<file path="src/rtl/axis_packet_checksum.sv">
// rtl/axis_packet_checksum.sv - 64-bit AXI-Stream pass-through that replaces tlast with a count/checksum trailer word
// Optional byte reversal of input words: define FLIP_EN.
module axis_packet_checksum #(
  parameter int C_AXIS_DATA_WIDTH = 64,
  parameter int C_CNT_WIDTH       = 32
) (
  input  logic                         clk,
  input  logic                         aresetn,
  input  logic [C_AXIS_DATA_WIDTH-1:0] s_axis_tdata,
  input  logic                         s_axis_tlast,
  input  logic                         s_axis_tvalid,
  output logic                         s_axis_tready,
  output logic [C_AXIS_DATA_WIDTH-1:0] m_axis_tdata,
  output logic                         m_axis_tlast,
  output logic                         m_axis_tvalid,
  input  logic                         m_axis_tready,
  output logic                         pkt_done,
  output logic [C_CNT_WIDTH-1:0]       pkt_count,
  output logic                         busy
);

  typedef enum logic {PASS, TRAILER} state_t;

  state_t                         state_q;
  logic [C_AXIS_DATA_WIDTH-1:0]   tdata_q;
  logic [C_AXIS_DATA_WIDTH-1:0]   sum_q;
  logic [C_AXIS_DATA_WIDTH-1:0]   sum_d;
  logic [C_AXIS_DATA_WIDTH-1:0]   data_in;
  logic [C_AXIS_DATA_WIDTH-1:0]   trailer;
  logic [C_CNT_WIDTH-1:0]         wcnt_q;
  logic [C_CNT_WIDTH-1:0]         wcnt_d;
  logic [C_CNT_WIDTH-1:0]         pkt_count_q;
  logic                           tlast_q;
  logic                           tvalid_q;
  logic                           pkt_done_q;
  logic                           busy_q;
  logic                           out_free;
  logic                           in_hs;
  logic                           trl_hs;

`ifdef FLIP_EN
  always_comb begin
    data_in = '0;
    for (int i = 0; i < 8; i++) begin
      data_in[8*i +: 8] = s_axis_tdata[8*(7-i) +: 8];
    end
  end
`else
  assign data_in = s_axis_tdata;
`endif

  assign out_free      = !tvalid_q || m_axis_tready;
  assign s_axis_tready = (state_q == PASS) && out_free;
  assign in_hs         = s_axis_tvalid && s_axis_tready;
  assign trl_hs        = tvalid_q && m_axis_tready && tlast_q;
  assign sum_d         = sum_q + data_in;
  assign wcnt_d        = wcnt_q + 1'b1;
  assign trailer       = {32'(wcnt_q), sum_q[63:32] ^ sum_q[31:0]};

  always_ff @(posedge clk or negedge aresetn) begin
    if (!aresetn) begin
      state_q     <= PASS;
      tdata_q     <= '0;
      tlast_q     <= 1'b0;
      tvalid_q    <= 1'b0;
      sum_q       <= '0;
      wcnt_q      <= '0;
      pkt_done_q  <= 1'b0;
      pkt_count_q <= '0;
      busy_q      <= 1'b0;
    end else begin
      pkt_done_q <= 1'b0;
      if (trl_hs) begin
        pkt_done_q  <= 1'b1;
        pkt_count_q <= pkt_count_q + 1'b1;
        busy_q      <= 1'b0;
      end
      case (state_q)
        PASS: begin
          // A first word accepted alongside the trailer handshake keeps busy high.
          if (in_hs) begin
            tdata_q  <= data_in;
            tlast_q  <= 1'b0;
            tvalid_q <= 1'b1;
            sum_q    <= sum_d;
            wcnt_q   <= wcnt_d;
            busy_q   <= 1'b1;
            if (s_axis_tlast) state_q <= TRAILER;
          end else if (out_free) begin
            tvalid_q <= 1'b0;
          end
        end
        TRAILER: begin
          if (out_free) begin
            tdata_q  <= trailer;
            tlast_q  <= 1'b1;
            tvalid_q <= 1'b1;
            sum_q    <= '0;
            wcnt_q   <= '0;
            state_q  <= PASS;
          end
        end
        default: state_q <= PASS;
      endcase
    end
  end

  assign m_axis_tdata  = tdata_q;
  assign m_axis_tlast  = tlast_q;
  assign m_axis_tvalid = tvalid_q;
  assign pkt_done      = pkt_done_q;
  assign pkt_count     = pkt_count_q;
  assign busy          = busy_q;

endmodule

</file>
<file path="config.mk">
export PLATFORM = sky130hd
export DESIGN_NAME = axis_packet_checksum
export DESIGN_NICKNAME = d
export VERILOG_FILES = /design/src/rtl/axis_packet_checksum.sv
export SDC_FILE = /design/constraint.sdc
export NUM_CORES = 1
export LEC_CHECK = 0
export ABC_CLOCK_PERIOD_IN_PS = 4100
export CORE_ASPECT_RATIO = 1.75
export CORE_UTILIZATION = 38
export DETAILED_ROUTE_END_ITERATION = 10
export SETUP_SLACK_MARGIN = 0.15
export SLEW_MARGIN = 10
export SYNTH_ARGS = -nofsm -noshare
export SYNTH_HDL_FRONTEND = slang
export SYNTH_SLANG_ARGS = --single-unit
</file>
<file path="constraint.sdc">
create_clock -name clk -period 4.1 [get_ports clk]
set_input_delay 0.82 -clock clk [delete_from_list [all_inputs] [get_ports clk]]
set_output_delay 0.82 -clock clk [all_outputs]
set_load 0.1 [all_outputs]
</file>
==> results.tsv <==
metric	value	unit
cts_tree	built	
relSlewSlack	32.4	%
whs	0.359	ns
mappedNetlistArea	12300	um^2
regToRegStartpoint	sum_q[0]$_DFFE_PN0P_	
worst_pin_slew	1.01	ns
cap_viol_max_count	0	
core-area	31600	um^2
ys_seq_area_share	40.1	%
portBuffers	169	
fin_crit	3.71	ns
required	4.48	ns
fmax	0.269	GHz
cellPowerDensity	719	nW/um^2
place.gp.congestion	0.934	
grt_pass1_vias	10800	
synth_seq_cells	197	
worstHoldPathType	in2async	
cts_resized	0	
synth_ff_type	dfrtp_1	
seqCellArea	4930	um^2
grt_setup_unrepaired	no	
finClkSkew	0.00982	ns
grt_max_degree	143	
placementRows	86	
crit_end	sum_q[54]$_DFFE_PN0P_	
insertedDiodeCount	0	
nFillCells	3113	
layout-drive-gt1-share	5.77	%
critical_path.endpoint_type	flip-flop	
critPathArrivalTime	4.09	ns
hold_viol_final	0	
rrSetupSlack	0.83	ns
finalMaxSlewViolations	0	
synth.area.top_cells	dfrtp_1 (40%), o21ai_0 (8.3%), xnor2_1 (6.6%)	
routed_via_density	5.54	
fp.dieArea	33100	um^2
post-cts-setup-buffer-count	0	
comb_power_share	57.3	%
drc	0	
clk_pin_slew	0.07	ns
grt_use_total	23.1	%
crit_start	s_axis_tdata[0]	
r2r-end	sum_q[54]$_DFFE_PN0P_	
drt_wl_total	37100	um
synthDistinctLibCells	60	
vias	11000	
syn_avg_cell_area	8.60	um^2
grt_antenna_before_repair	0	
synth_top_cell_by_area	dfrtp_1	
holdBufCountCts	0	
fin_nets	1719	
outcome	finished clean	
grt_pass1_wl	57700	um
internal_power	5.53	mW
clk_latency	0.46	ns
synth_cells	1428	
min_period_over_period	90.5	%
hpwl	28300	um
first_iter_violations	587	
multi_input_area	6960	um^2
die_h	240	um
ys_warn_count	0	
clkPwrFrac	15.2	%
start_kind	input port	
syn-num-nets	1563	
cts_buffers	17	
synth-edff-count	0	
r2r_cells	13	
cts-root-buf	clkbuf_16	
finalPower	10.9	mW
power_leakage	6.60	nW
floorplan.initialDensity	38.8	%
netSwitchingPower	5.36	mW
swShare	49.2	%
async_flop_share	100	%
area_growth_syn_to_layout	23.3	%
grt_overflow	0	
ios	170	
yosysTopAreaCellShare	40.1	%
dr.pass1.iters	5	
worstPathMaxFanout	4	
pwr-share-seq	27.4	%
die_w	138	um
finalSetupViolations	0	
htree_levels	4	
ir_worst_vdd	0.727	mV
avgRoutedWirePerCell	18.6	um
critPathKind	in2reg	
clock_path_buffers	2	
cts_sinks	197	
drtAntennaViolNets	0	
==> metal layers <==
metal,global-route usage (%),up-vias,part of all wire [%]
li1,-,5376,-
met1,25.0,5298,39
met2,42.9,287,54
met3,3.07,77,3.6
met4,11.4,0,4.2
met5,0,-,0
==> power groups by stage <==
stage | sequential (mW) | combinational, mW | clock, mW
3_5_place_dp | 3.02 | 6.20 | 0
2_1_floorplan | 4.37 | 3.07 | 0
5_1_grt | 3.05 | 6.72 | 1.77
4_1_cts | 2.98 | 6.24 | 1.71
3_3_place_gp | 3.00 | 6.17 | 0
6_report | 2.99 | 6.24 | 1.66
==> worst max-delay path: stages <==
cell and delay, ns:
clkdlybuf4s50_1 0.48, ha_1 0.20, inv_1 0.07, fa_1 0.39
nand2b_1 0.18, a21o_1 0.21, a211o_1 0.36, nand4_1 0.14
a21oi_1 0.15, o22ai_1 0.27, o41a_1 0.29, a41oi_1 0.20
xor2_1 0.18, o21ai_0 0.14
==> cell type report <==
cell class                 count  area share, %
clock buffer                  23           3.22
clock inverter                 7          0.488
inverter                      21          0.521
multi-input combinational   1128           46.0
sequential                   197           32.6
tap                          396           3.27
timing repair buffer         219           13.9
==> worst min path at each step <==
stage | start | to | slack [ns] | cells after the start
2_1_floorplan | wcnt_q[31]$_DFFE_PN0P_ | wcnt_q[31]$_DFFE_PN0P_ | 0.45 | 1
4_1_cts | aresetn | sum_q[7]$_DFFE_PN0P_ | 0.40 | 1
5_1_grt | aresetn | pkt_count[4]$_DFFE_PN0P_ | 0.42 | 1
6_report | aresetn | pkt_count[6]$_DFFE_PN0P_ | 0.36 | 1
3_3_place_gp | m_axis_tdata[46]$_DFFE_PN0P_ | m_axis_tdata[46]$_DFFE_PN0P_ | 0.46 | 2
3_5_place_dp | m_axis_tdata[46]$_DFFE_PN0P_ | m_axis_tdata[46]$_DFFE_PN0P_ | 0.47 | 2
==> registers in the layout, indices dropped and copies added, names as in the netlist <==
signal,count
sum_q,64
pkt_done,1
m_axis_tdata,64
busy,1
m_axis_tlast,1
wcnt_q,32
m_axis_tvalid,1
state_q,1
pkt_count,32
==> cell usage in the layout (no fill, tap or decap), types with 38 or more instances in the layout <==
cell and n:
clkdlybuf4s50_1 167, buf_4 48, a21o_1 38, o21ai_0 204, a21oi_1 86, dfrtp_1 196, nor2_1 62, xnor2_1 93
nand3_1 101, nand2_1 209, ha_1 65
==> cells in the mapped netlist (4+ instances only) <==
library cell,instances
o21a_1,6
nor4_1,4
and2_1,4
o21ai_1,5
nand2b_1,8
o21ai_0,204
a21o_1,38
buf_1,7
ha_1,65
o31ai_1,6
nor2b_1,6
nor3_1,12
inv_1,21
xor2_1,34
xnor2_1,93
dfrtp_1,197
o21bai_1,11
nand2_1,210
nor2_1,63
or3_1,7
and3_1,31
a31oi_1,10
o211ai_1,12
clkbuf_1,70
nand3_1,101
a21boi_0,4
mux2i_1,37
nand4_1,28
a21oi_1,86
==> stage by stage <==
step / area (um^2) / std cells / setup TNS [ns] / worst slack [ns] / util (%)
after CTS: 15100 / 1991 / 0 / 0.405 / 47.9
final: 15100 / 1991 / 0 / 0.388 / 47.9
after detailed placement: 14600 / 1961 / -0.0760 / -0.0619 / 46.1
after floorplan: 12300 / 1428 / 0 / 0.246 / -
after global routing: 15100 / 1991 / 0 / 0.224 / 47.9
after global placement: 14600 / 1961 / -0.0344 / -0.0344 / 46.1
==> cells by family after synthesis <==
logic type,Yosys count,share of synthesized area [%]
XOR/XNOR,127,9.06
flip-flops,197,40.1
adder cells (fa/ha/maj),66,6.79
AND/OR/NAND/NOR,482,17.9
buffers and inverters,103,3.30
multiplexers,38,3.11
AO/OA/AOI/OAI,415,19.7
No activity file was read; power rests on OpenSTA's default activity.
